[src/rtl/deg_ascii_parser.sv]
// ASCII angle line parser: validates "ddd.ffff<LF|CR>" text and packs it into the
// BCD nibble word plus integer-digit count used by the BCD-to-binary-angle converter.
module deg_ascii_parser #(
  parameter int unsigned MAX_INT_DIGITS  = 3,
  parameter int unsigned MAX_FRAC_DIGITS = 12,
  parameter logic [7:0]  TERM_CHAR       = 8'h0A,
  parameter int unsigned MAX_DEG         = 360
) (
  input  logic        i_clk,
  input  logic        i_rst,
  input  logic [7:0]  i_data,
  input  logic        i_valid,
  output logic        o_ready,
  output logic [63:0] o_decimal,
  output logic [3:0]  o_frccnt,
  output logic        o_start,
  input  logic        i_finished,
  output logic        o_error,
  output logic [1:0]  dbg_state
);

  typedef enum logic [1:0] {ST_INT, ST_FRAC, ST_LAUNCH, ST_WAIT} state_t;

  state_t      state, state_next;
  logic [3:0]  int_cnt, frac_cnt;
  logic [8:0]  int_acc;
  logic        err;
  logic        take, is_digit, is_dot, is_term, line_empty, line_bad;
  logic [3:0]  digit;
  logic [12:0] acc_wide;
  logic [8:0]  acc_next;

  // Handshake: a byte transfers on a rising edge where i_valid && o_ready; when
  // o_ready is low the upstream must hold i_data/i_valid unchanged.
  assign o_ready    = (state == ST_INT) || (state == ST_FRAC);
  assign o_start    = (state == ST_LAUNCH);
  assign dbg_state  = state;
  assign take       = i_valid && o_ready;

  assign is_digit   = (i_data >= 8'h30) && (i_data <= 8'h39);
  assign digit      = i_data[3:0];
  assign is_dot     = (i_data == 8'h2E);
  assign is_term    = (i_data == TERM_CHAR) || (i_data == 8'h0D);
  assign line_empty = (state == ST_INT) && (int_cnt == 4'd0) && !err;
  assign line_bad   = err || (int_acc >= 9'(MAX_DEG));

  // Integer accumulator saturates so out-of-range values stay detectable.
  assign acc_wide   = 13'(int_acc) * 13'd10 + 13'(digit);
  assign acc_next   = (acc_wide > 13'd511) ? 9'd511 : acc_wide[8:0];

  always_ff @(posedge i_clk or negedge i_rst) begin
    if (!i_rst) state <= ST_INT;
    else        state <= state_next;
  end

  always_comb begin
    state_next = state;
    case (state)
      ST_INT, ST_FRAC: begin
        if (take) begin
          if (is_term) begin
            if (line_empty || line_bad) state_next = ST_INT;
            else                        state_next = ST_LAUNCH;
          end else if (is_dot && (state == ST_INT)) begin
            state_next = ST_FRAC;
          end
        end
      end
      ST_LAUNCH: state_next = ST_WAIT;
      ST_WAIT:   if (i_finished) state_next = ST_INT;
      default:   state_next = ST_INT;
    endcase
  end

  always_ff @(posedge i_clk or negedge i_rst) begin
    if (!i_rst) begin
      o_decimal <= 64'd0;
      o_frccnt  <= 4'd0;
      o_error   <= 1'b0;
      int_cnt   <= 4'd0;
      frac_cnt  <= 4'd0;
      int_acc   <= 9'd0;
      err       <= 1'b0;
    end else begin
      o_error <= 1'b0;
      case (state)
        ST_INT, ST_FRAC: begin
          if (take) begin
            if (is_term) begin
              if (!line_empty) begin
                if (line_bad) begin
                  o_error   <= 1'b1;
                  o_decimal <= 64'd0;
                  int_cnt   <= 4'd0;
                  frac_cnt  <= 4'd0;
                  int_acc   <= 9'd0;
                  err       <= 1'b0;
                end else begin
                  if (state == ST_INT) o_decimal <= {o_decimal[59:0], 4'hA};
                  o_frccnt <= int_cnt;
                end
              end
            end else if (is_digit) begin
              // After an error the rest of the line is consumed but ignored.
              if (!err) begin
                if (state == ST_INT) begin
                  if (int_cnt == 4'(MAX_INT_DIGITS)) begin
                    err <= 1'b1;
                  end else begin
                    o_decimal <= {o_decimal[59:0], digit};
                    int_cnt   <= int_cnt + 4'd1;
                    int_acc   <= acc_next;
                  end
                end else begin
                  if (frac_cnt == 4'(MAX_FRAC_DIGITS)) begin
                    err <= 1'b1;
                  end else begin
                    o_decimal <= {o_decimal[59:0], digit};
                    frac_cnt  <= frac_cnt + 4'd1;
                  end
                end
              end
            end else if (is_dot && (state == ST_INT)) begin
              if (!err) begin
                // A bare leading '.' gets an implicit integer digit 0.
                if (int_cnt == 4'd0) begin
                  o_decimal <= {o_decimal[55:0], 8'h0A};
                  int_cnt   <= 4'd1;
                end else begin
                  o_decimal <= {o_decimal[59:0], 4'hA};
                end
              end
            end else begin
              err <= 1'b1;
            end
          end
        end
        ST_WAIT: begin
          if (i_finished) begin
            o_decimal <= 64'd0;
            int_cnt   <= 4'd0;
            frac_cnt  <= 4'd0;
            int_acc   <= 9'd0;
          end
        end
        default: ;
      endcase
    end
  end

endmodule

[config.mk]
export PLATFORM = sky130hd
export DESIGN_NAME = deg_ascii_parser
export DESIGN_NICKNAME = d
export VERILOG_FILES = /design/src/rtl/deg_ascii_parser.sv
export SDC_FILE = /design/constraint.sdc
export NUM_CORES = 1
export LEC_CHECK = 0
export CORE_MARGIN = 8
export CORE_UTILIZATION = 50
export CTS_BUF_LIST = sky130_fd_sc_hd__clkbuf_4 sky130_fd_sc_hd__clkbuf_8 sky130_fd_sc_hd__clkbuf_16
export CTS_CLUSTER_DIAMETER = 100
export DETAILED_ROUTE_END_ITERATION = 16
export GPL_ROUTABILITY_DRIVEN = 0
export GPL_TIMING_DRIVEN = 0
export PLACE_DENSITY = 0.73
export SYNTH_ARGS = -nofsm -noshare
export SYNTH_HDL_FRONTEND = slang
export SYNTH_SLANG_ARGS = --single-unit
[constraint.sdc]
create_clock -name i_clk -period 5.08 [get_ports i_clk]
set_clock_uncertainty 0.05 [all_clocks]
set_input_delay 0.508 -clock i_clk [delete_from_list [all_inputs] [get_ports i_clk]]
set_output_delay 0.508 -clock i_clk [all_outputs]
set_load 0.01 [all_outputs]
# == Word-level counts from Yosys, hierarchy flattened ==
# Index checks and enable logic that the tools add are counted.
# totals
register_bits,89
in_bits,12
wordCells,136
out_inout_bits,73
# classes
bitwise_logic,2
add_sub_neg,3
reduce_logical,21
n_mux,66
n_eq_ne,31
order_cmp,4
n_mul,1
# ops
op,count
$mux W64,14
$pmux W64 S2,1
$mux W9,10
$mux W4,18
$ne A3 B3 Y1 const B,10
$ne A4 B4 Y1 const B,7
$pmux W9 S2,1
$reduce_and A9 Y1,2
$eq A8 B4 Y1 const B,2
$pmux W4 S2,2
$mux W1,14
$add A13 B4 Y13,1
$gt A13 B9 Y1 const B,1
$mul A9 B3 Y12 const B,1
$reduce_and A11 Y1,1
$mux W2,5
$ne A5 B5 Y1 const B,2
$reduce_and A10 Y1,1
$reduce_and A5 Y1,2
$ge A9 B9 Y1 const B,1
$add A4 B1 Y4 const B,2
$eq A8 B6 Y1 const B,1
$ge A8 B6 Y1 const B,1
$le A8 B6 Y1 const B,1
other kinds (16),27

# == Depth between registers and ports, before layout ==
# Gate-level depths: netlist (run 1).
# depth
depth_word,11
ltp_mapped,10
depth_no_buf,9

# == Worst setup path after synthesis (run 1) ==
# Ideal clock, no wire load.
# synth_timing
path_type,register to register
from,register int_acc[1]
to,register int_acc[3]
path_buffers,0
arrival_time_ps,2696
path_slack_ps,2188
period_less_slack_ps,2892
stages_incl_launch_ff,9
required_ps,4884
path_cell_list,dfrtp_1 > ha_1 > ha_1 > fa_1 > xor2_1 > o2111ai_1 > or3_1 > a211oi_2 > a31oi_1
# synth_via
elab_chain_len,11
word_cells_on_any_way,15
# synth_rtl
element,line_no,rtl
start: declaration,26,logic [8:0] int_acc;
start signal: assignment,112,int_acc <= acc_next;
$mul A9 B3 Y12,48,assign acc_wide = 13'(int_acc) * 13'd10 + 13'(digit);
$add A13 B4 Y13,48,
$gt A13 B9 Y1,49,assign acc_next = (acc_wide > 13'd511) ? 9'd511 : acc_wide[8:0];
$mux W9,49,
$mux W9,107,if (int_cnt == 4'(MAX_INT_DIGITS)) begin
$mux W9,106,if (state == ST_INT) begin
$mux W9,105,if (!err) begin
$mux W9,103,end else if (is_digit) begin
$mux W9,89,if (is_term) begin
$mux W9,88,if (take) begin
$pmux W9 S2,86,case (state)
# Several ways; a longest one is shown, not always the timed one. The select of a mux whose other input is x is not followed.
# A chain may end at the register's enable or synchronous reset.

# == Worst setup path in the final report (run 1) ==
# layout_timing
from,register int_acc[3]
to,register int_acc[6]
# Same word-level chain as after synthesis.

==> impl_metrics.py, run 1 <==
metrics = {
    "status": {
        "outcome": "finished, final reports clean",
    },
    "route": {
        "wl_mm": 13.68,
        "remaining_drc_errors": 0,
        "drt_iter0_drc": 350,
        "drt_pass1_iterations": 5,
        "drt.antenna.violating_nets": 0,
        "wire_per_inst_um": 18.17,
        "vias_per_cell": 5.813,
        "routed-via-count": 4377,
    },
    "power_and_ir_drop": {
        "clkPwrFrac": 0.265,
        "seq_power_share": 0.484,
        "ir_worst_vdd_v": 0.0001192,
        "swShare": 0.3193,
        "power_leakage_nw": 3.035,
        "internal_power_mw": 1.130,
        "combPwrFrac": 0.250,
        "switchingPower_mw": 0.5302,
        "powerDensity_nw_per_um2": 246.1,
    },
    "clocking": {
        "clock_sinks": 89,
        "postCtsSetupBuffers": 0,
        "clk_pin_slew_ns": 0.09,
        "clock_path_buffers": 2,
        "htreeDepth": 3,
        "root_buffer": "clkbuf_8",
        "hold_buffers": 0,
        "clk_latency_ns": 0.35,
        "cts_tree": "built",
        "cts-resized-gates": 0,
        "numCtsBuffers": 9,
    },
    "critical_path": {
        "reg2reg_to": "int_acc[6]",
        "r2r_cells": 8,
        "required_ns": 5.23,
        "cp_max_fo": 9,
        "path_class": "reg -> reg",
        "cp-startpoint": "int_acc[3]",
        "r2r_start": "int_acc[3]",
        "crit_arrival_ns": 3.65,
        "end_kind": "flop",
        "endpoint": "int_acc[6]",
        "rrSetupSlack_ns": 1.58,
        "startpoint_type": "flop",
    },
    "synthesis": {
        "syn-mean-instance-area_um2": 10.78,
        "ys_types": 64,
        "ys_async_sr_fraction": 1.000,
        "synth_area_leader_cell": "dfrtp_1",
        "synth-edff-count": 0,
        "synth_most_common_cell": "dfrtp_1",
        "synth_commonest_cells": "89 x dfrtp_1, 68 x nor2_1, 57 x a22oi_1, 55 x mux2_4, 22 x nand2_1",
        "syn_area_um2": 5543,
        "yosys_most_used_dff": "dfrtp_1",
        "netlist_top_cells_area": "dfrtp_1 40%, mux2_4 15%, a22oi_1 7.7%",
        "synth_nets": 549,
        "synth_warnings": 0,
        "yosysTopAreaCellShare": 0.4018,
        "synth_cells": 514,
        "ys_seq_elements": 89,
        "synth_seq_area_share": 0.4018,
    },
    "floorplanning": {
        "initial_core_util": 0.5113,
        "fp.dieH_um": 121.3,
        "pin_count": 85,
        "dieArea_um2": 14710,
        "fp-row-count": 38,
        "fp.coreArea_um2": 10840,
        "die_w_um": 121.3,
    },
    "worst_hold_path": {
        "hp-class": "in -> async",
    },
    "global_routing": {
        "grt_max_degree": 59,
        "grt_antenna_before_repair": 0,
        "grt_first_pass_wirelength_mm": 22.69,
        "track_usage": 0.1884,
        "grt_pass1_vias": 4401,
        "grt_overflow": 0,
    },
    "layout": {
        "diodes": 0,
        "num-fill-cells": 909,
        "areaGrowthSynthToFinish_pct": 21.74,
        "fin_nets": 645,
        "finalInstanceArea_um2": 6748,
        "drive_above_1_share": 0.1729,
    },
    "place": {
        "dpl_cell_area_um2": 6584,
        "post-dp-hpwl_mm": 10.23,
        "portBuffers": 84,
    },
    "sta": {
        "finalHoldViolCount": 0,
        "min_period_ns": 3.498,
        "relSlewSlack": 0.4817,
        "slew_violations": 0,
        "rsz0062_at_grt": "false",
        "fin_crit_sh": 0.6886,
        "timing.fmax_mhz": 285.9,
        "tightestPinTransition_ns": 0.7761,
        "tns_ns": 0,
        "final-setup-viol-count": 0,
    },
    "flow_run": {
        "cap_violations": 0,
    },
}
## layout make-up
class | instances | area (µm²) | share of cell area
multi-input cells | 374 | 3057 | 0.4530
inverters | 20 | 75.07 | 0.01113
flip-flops and latches | 89 | 2227 | 0.3301
clock buffers | 11 | 145.1 | 0.02151
plain buffers | 31 | 183.9 | 0.02726
repair buffers | 85 | 865.8 | 0.1283
well taps | 140 | 175.2 | 0.02596
clock inverters | 3 | 18.77 | 0.002781
## placed cells by master, fill, tap and decap left out, types with 3 or more instances in the layout
master           synthesis  routed
a211oi_1                 5       5
a21o_1                   4       4
a21oi_1                 10      10
a22oi_1                 57      57
a31oi_1                 10      10
and2_1                   3       3
buf_2                    9       9
buf_6                    7       7
clkbuf_1                12      12
clkbuf_8                 0      10
clkdlybuf4s50_1          0      83
dfrtp_1                 89      89
ha_1                    21      21
inv_1                   19      19
mux2_1                   4       4
mux2_4                  55      55
mux2i_1                  7       7
nand2_1                 22      22
nand3_1                  9       9
nor2_1                  68      68
nor3_1                  11      11
nor3_2                   3       3
nor3b_1                  3       3
o211ai_1                 4       4
o21ai_0                  6       6
o21ai_1                 14      14
or3_1                    3       3
xnor2_1                  6       6
xor2_1                   5       5
## power groups by stage
| stage | Combinational, mW | Sequential [mW] | Clock, mW |
|---|---|---|---|
| floorplan | 0.242 | 0.816 | 0 |
| global placement | 0.402 | 0.817 | 0 |
| detailed placement | 0.416 | 0.817 | 0 |
| CTS | 0.418 | 0.804 | 0.447 |
| global route | 0.458 | 0.811 | 0.479 |
| finish | 0.416 | 0.804 | 0.440 |
## how the worst min path moves through the flow
stage                     start            end  slack (ns)  cells past startpoint
floorplan                 i_rst   dbg_state[0]        0.16                      0
global placement    o_frccnt[1]    o_frccnt[1]        0.42                      2
detailed placement        i_rst  o_decimal[24]        0.44                      1
CTS                       i_rst  o_decimal[24]        0.05                      1
global route              i_rst  o_decimal[24]        0.05                      1
finish                    i_rst  o_decimal[24]        0.04                      1
## registers in the layout (all words and copies together) (netlist names)
| signal | count |
|---|---|
| int_cnt | 4 |
| o_error | 1 |
| err | 1 |
| int_acc | 9 |
| o_frccnt | 4 |
| o_decimal | 64 |
| frac_cnt | 4 |
| dbg_state | 2 |
## worst max-delay path: stages, from the launching register on
cell,delay [ns]
dfrtp_1,0.46
ha_1,0.31
ha_1,0.24
fa_1,0.42
xor2_1,0.30
o2111ai_1,0.26
or3_1,0.46
a211oi_2,0.66
a31oi_1,0.18
## layer usage
metal  part of all wire  vias up  GRT usage
li1                   -     2078          -
met1               0.44     2159     0.2387
met2               0.49      117     0.3147
met3              0.049       23    0.03211
met4              0.020        0    0.07093
met5                  0        -          0
## metrics by stage
step           cells  setup slack (ns)  hold WS [ns]  total power, mW    util
6_report         753             1.582       0.03706            1.660  0.6225
5_1_grt          753             1.469       0.05485            1.748  0.6225
4_1_cts          753             1.653       0.05001            1.669  0.6225
3_5_place_dp     739             1.744        0.4376            1.233  0.6073
3_3_place_gp     738            0.2314        0.4206            1.219  0.6050
2_1_floorplan    514             2.188        0.1624            1.057       -
## cell families after synthesis
logic type	synth area share
muxes	0.1738
AOI/OAI and AO/OA	0.1799
xor gates and xnor gates	0.01738
buffers and inverters	0.04673
DFF	0.4018
adders and majority gates	0.05463
and+or+nand+nor	0.1257
No activity file was read; power rests on OpenSTA's default activity.
==> run 2, diff against run 1 <==
Settings changed: PLACE_DENSITY 0.73 to 0.76.
Clock period 5.08 ns to 3.1 ns, I/O delays scaled along.
==> run 2 against run 1 <==
Effect of this change:
- sequential share of layout area down 0.50 points
- largest power group unchanged
- fmax up 18%
- worst setup slack worse by 1.5 ns
- register-to-register slack worse by 1.5 ns
- global-route usage up 0.21 points
- clock power up 84%
- first-iteration DRC count down 19%
- via count up 0.53%
- cell count up 0.53%
- critical endpoint is now int_acc[0]
- largest cell class unchanged
==> impl_metrics.py, run 2 (synthesized netlist as in run 1, its figures left out) <==
metrics = {
    "floorplanning": {
        "initial_core_util": 0.5113,
        "pin_count": 85,
        "fp-row-count": 38,
        "fp.dieH_um": 121.3,
        "fp.coreArea_um2": 10840,
        "die_w_um": 121.3,
        "dieArea_um2": 14710,
    },
    "layout": {
        "fin_nets": 647,
        "layout_commonest_cell": "dfrtp_1",
        "layout_common_cells": "89 x dfrtp_1, 83 x clkdlybuf4s50_1, 68 x nor2_1, 57 x a22oi_1, 55 x mux2_4",
        "areaGrowthSynthToFinish_pct": 23.61,
        "top_regs": "o_decimal x64, int_acc x9",
        "drive_above_1_share": 0.1880,
        "largest_reg_flops": 64,
        "top_register": "o_decimal",
        "num-fill-cells": 923,
        "diodes": 0,
    },
    "global_routing": {
        "grt_first_pass_wirelength_mm": 22.88,
        "grt_busiest_layer": "met2",
        "grt_antenna_before_repair": 0,
        "met1_usage": 0.2353,
        "grt_overflow": 0,
        "grt_max_degree": 54,
        "track_usage": 0.1905,
        "met3_usage": 0.04141,
        "grt_pass1_vias": 4487,
        "use_met2": 0.3233,
    },
    "critical_path": {
        "required_ns": 3.29,
        "path_class": "reg -> reg",
        "startpoint_type": "flop",
        "crit_arrival_ns": 3.16,
        "end_kind": "flop",
        "cp_max_fo": 9,
    },
    "route": {
        "wl_mm": 13.83,
        "wire_per_inst_um": 18.27,
        "vias_per_cell": 5.812,
        "drt_iter0_drc": 282,
        "drt_pass1_iterations": 4,
        "routed-via-count": 4400,
        "drt.antenna.violating_nets": 0,
        "remaining_drc_errors": 0,
    },
    "power_and_ir_drop": {
        "swShare": 0.3192,
        "internal_power_mw": 1.927,
        "switchingPower_mw": 0.9033,
        "power_leakage_nw": 3.063,
        "clkPwrFrac": 0.286,
        "combPwrFrac": 0.249,
        "powerDensity_nw_per_um2": 413.1,
        "seq_power_share": 0.465,
        "ir_worst_vdd_v": 0.0002226,
    },
    "sta": {
        "final-setup-viol-count": 0,
        "timing.fmax_mhz": 336.7,
        "slew_violations": 0,
        "min_period_ns": 2.970,
        "fin_ws_ns": 0.1298,
        "tightestPinTransition_ns": 0.5640,
        "fin_crit_sh": 0.9581,
        "relSlewSlack": 0.6240,
        "finalHoldViolCount": 0,
        "rsz0062_at_grt": "false",
        "tns_ns": 0,
    },
    "clocking": {
        "clock_path_buffers": 2,
        "htreeDepth": 3,
        "clk_pin_slew_ns": 0.10,
        "clock_sinks": 89,
        "cts_tree": "built",
        "clk_latency_ns": 0.36,
        "root_buffer": "clkbuf_8",
        "numCtsBuffers": 9,
    },
    "place": {
        "post-dp-hpwl_mm": 10.39,
        "dp_slack_ns": -0.2210,
        "portBuffers": 84,
    },
    "status": {
        "outcome": "finished, final reports clean",
    },
    "flow_run": {
        "cap_violations": 0,
    },
    "worst_hold_path": {
        "hp-class": "in -> async",
    },
}
-- run 2: final cells by class --
| type | instances | area, µm² | share of cell area |
|---|---|---|---|
| multi-input combinational | 374 | 3100 | 0.4525 |
| sequential | 89 | 2227 | 0.3251 |
| timing repair buffer | 87 | 895.9 | 0.1308 |
| buffer | 31 | 183.9 | 0.02684 |
| tap | 140 | 175.2 | 0.02557 |
| clock buffer | 9 | 123.9 | 0.01808 |
| inverter | 20 | 75.07 | 0.01096 |
| clock inverter | 7 | 70.07 | 0.01023 |
-- run 2: routing by layer --
metal	vias up	wire length, µm
li1	2093	-
met5	-	0
met3	14	740
met4	0	163
met2	117	7022
met1	2176	5902
-- run 2: worst paths after layout --
kind                                  start             to  slack [ns]  cells past startpoint
worst min register to register  o_frccnt[1]    o_frccnt[1]        0.45                      2
worst max register to register   int_acc[1]     int_acc[0]        0.13                      9
min in group i_clk              o_frccnt[1]    o_frccnt[1]        0.45                      2
worst min-delay path                  i_rst  o_decimal[24]        0.40                      2
max in group asynchronous             i_rst    o_frccnt[3]        1.96                      3
worst max-delay path             int_acc[1]     int_acc[0]        0.13                      9
-- run 2: power by group through the flow --
stage	Sequential, mW	Clock, mW	Combinational [mW]
3_5_place_dp	1.34	0	0.683
5_1_grt	1.33	0.866	0.771
3_3_place_gp	1.34	0	0.659
6_report	1.32	0.809	0.704
4_1_cts	1.32	0.826	0.703
2_1_floorplan	1.34	0	0.396
-- run 2: worst max-delay path, cell delays in order (launching register included) --
cell       delay, ns
dfrtp_1         0.44
ha_1            0.32
ha_1            0.25
fa_2            0.39
xor2_2          0.21
o2111ai_2       0.19
or3_1           0.45
a211oi_4        0.29
buf_12          0.16
a31oi_1         0.09
-- run 2: timing repair --
item | 4_1_cts | 5_1_grt
gates cloned | 0 | 0
setup endpoints to repair | 9 | 9
setup buffers | 1 | 0
pin swaps | 1 | 2
resized for setup | 2 | 6
hold endpoints to repair | 36 | 0
hold buffers | 1 | 0
-- run 2: through the flow --
step,instance area [µm²],cells,utilization,total power [mW],hold WS (ns)
after floorplan,5543,514,-,1.733,-0.03559
after global placement,6559,738,0.6050,1.995,0.4235
after detailed placement,6584,739,0.6073,2.021,0.2664
after CTS,6823,757,0.6294,2.845,0.4068
after global routing,6852,757,0.6320,2.965,0.4510
final,6852,757,0.6320,2.830,0.3982
==> run 3, diff against run 2 <==
Settings changed: PLACE_DENSITY 0.76 to 0.73.
Clock period 3.1 ns to 3.4 ns, I/O delays scaled along.
==> run 3 against run 2 <==
Effect of this change:
- register-to-register slack improved by 0.06 ns
- sequential power decreased by 9%
- combinational power decreased by 9.8%
- total power decreased by 12%
- via count decreased by 0.48%
- critical path depth increased by 1
- routed wire length decreased by 1.2%
- largest power group unchanged
- critical endpoint unchanged
- critical path type unchanged
- die area unchanged
- count of clock-buffer cells in the layout increased by 2
- clock power decreased by 19%
==> impl_metrics.py, run 3 (synthesized netlist as in run 1, its figures left out) <==
metrics = {
    "status": {
        "outcome": "finished, final reports clean",
    },
    "route": {
        "vias_per_cell": 5.800,
        "drt.antenna.violating_nets": 0,
        "remaining_drc_errors": 0,
        "wl_mm": 13.66,
        "wire_per_inst_um": 18.10,
        "drt_pass1_iterations": 6,
        "routed-via-count": 4379,
        "drt_iter0_drc": 334,
    },
    "layout": {
        "largest_reg_flops": 64,
        "diodes": 0,
        "top_register": "o_decimal",
        "layout_common_cells": "89 x dfrtp_1, 83 x clkdlybuf4s50_1, 68 x nor2_1, 57 x a22oi_1, 55 x mux2_4",
        "layout_commonest_cell": "dfrtp_1",
        "fin_nets": 647,
        "drive_above_1_share": 0.1740,
        "finalInstanceArea_um2": 6785,
        "final_core_util": 0.6259,
        "top_regs": "o_decimal x64, int_acc x9",
        "areaGrowthSynthToFinish_pct": 22.42,
    },
    "sta": {
        "final-setup-viol-count": 0,
        "finalHoldViolCount": 0,
        "relSlewSlack": 0.6000,
        "fin_crit_sh": 0.9451,
        "tns_ns": 0,
        "tightestPinTransition_ns": 0.5946,
        "rsz0062_at_grt": "false",
        "min_period_ns": 3.213,
        "slew_violations": 0,
        "timing.fmax_mhz": 311.2,
    },
    "critical_path": {
        "end_kind": "flop",
        "required_ns": 3.62,
        "path_class": "reg -> reg",
        "crit_arrival_ns": 3.44,
        "cp_slowest_cell": "nor4_1",
        "startpoint_type": "flop",
        "rrSetupSlack_ns": 0.19,
        "reg2reg_to": "int_acc[0]",
        "cp_cell_sequence": "ha_1 > ha_1 > fa_1 > xor2_1 > nor3b_1 > nor4_1 > nor4_1 > a211oi_4 > buf_12 > a31oi_1",
        "r2r_cells": 10,
        "cp_max_fo": 9,
        "worst_path_largest_cell_delay_ns": 0.47,
        "r2r_start": "int_acc[3]",
    },
    "floorplanning": {
        "pin_count": 85,
        "initial_core_util": 0.5113,
        "fp.dieH_um": 121.3,
        "fp.coreArea_um2": 10840,
        "dieArea_um2": 14710,
        "die_w_um": 121.3,
        "fp-row-count": 38,
    },
    "worst_hold_path": {
        "hp-class": "in -> async",
    },
    "power_and_ir_drop": {
        "ir_worst_vdd_v": 0.0001796,
        "power_leakage_nw": 3.053,
        "powerDensity_nw_per_um2": 367.8,
    },
    "global_routing": {
        "grt_antenna_before_repair": 0,
        "grt_overflow": 0,
        "grt_first_pass_wirelength_mm": 22.70,
        "grt_pass1_vias": 4382,
        "grt_max_degree": 59,
        "track_usage": 0.1886,
    },
    "clocking": {
        "clock_sinks": 89,
        "clk_pin_slew_ns": 0.09,
        "clk_latency_ns": 0.36,
        "root_buffer": "clkbuf_8",
        "htreeDepth": 3,
        "cts_tree": "built",
        "clock_path_buffers": 2,
        "numCtsBuffers": 9,
    },
    "flow_run": {
        "cap_violations": 0,
    },
    "place": {
        "dpl_cell_area_um2": 6584,
        "portBuffers": 84,
        "post-dp-hpwl_mm": 10.23,
    },
}
-- run 3: where the power goes --
part           switching (mW)  leakage, nW  internal (mW)
logic                   0.339         1.76          0.296
registers              0.0830         1.20           1.12
clock network           0.374       0.0884          0.285
-- run 3: through the flow --
step / std cells / setup slack (ns) / hold slack, ns / total power, mW
6_report: 755 / 0.1866 / 0.4115 / 2.496
5_1_grt: 755 / 0.07312 / 0.4437 / 2.626
4_1_cts: 754 / 0.1112 / 0.4277 / 2.497
3_5_place_dp: 739 / 0.06439 / 0.2721 / 1.843
3_3_place_gp: 738 / -1.281 / 0.4206 / 1.821
2_1_floorplan: 514 / 0.5078 / -0.005591 / 1.580
-- run 3: cell type report --
type	instances	area, µm²
Clock inverter	3	18.77
Multi-Input combinational cell	374	3064
Inverter	20	75.07
Fill cell	904	4055
Timing Repair Buffer	87	895.9
Tap cell	140	175.2
Clock buffer	11	145.1
Buffer	31	183.9
Sequential cell	89	2227
-- run 3: what timing repair did --
action                                  4_1_cts  5_1_grt
endpoints found under the hold margin        31        0
pin swaps                                     0        1
endpoints found under the setup margin        9        9
hold buffers                                  1        0
buffers inserted                              0        1
resized for setup                             1        0
-- run 3: worst max-delay path by stage --
stage	from	to	cells past startpoint
final	int_acc[3]	int_acc[0]	10
after global routing	int_acc[3]	int_acc[1]	10
after CTS	int_acc[1]	int_acc[6]	8
after detailed placement	int_acc[1]	int_acc[6]	8
after global placement	i_rst	int_cnt[3]	1
after floorplan	int_acc[1]	int_acc[3]	8
-- run 3: layer usage --
layer	part of all wire	track usage	wire length, µm
met5	0	0	0
met4	0.015	0.06399	208
met3	0.050	0.03164	677
met2	0.50	0.3174	6829
met1	0.44	0.2399	5946
-- run 3: critical path, delay by kind of cell, from the launching register on --
family          cells  cell delay (ns)
buf+inv             1             0.17
flops               1             0.46
fa+ha+maj           3             0.97
compound gates      2             0.26
simple gates        3             0.92
xor+xnor            1             0.29
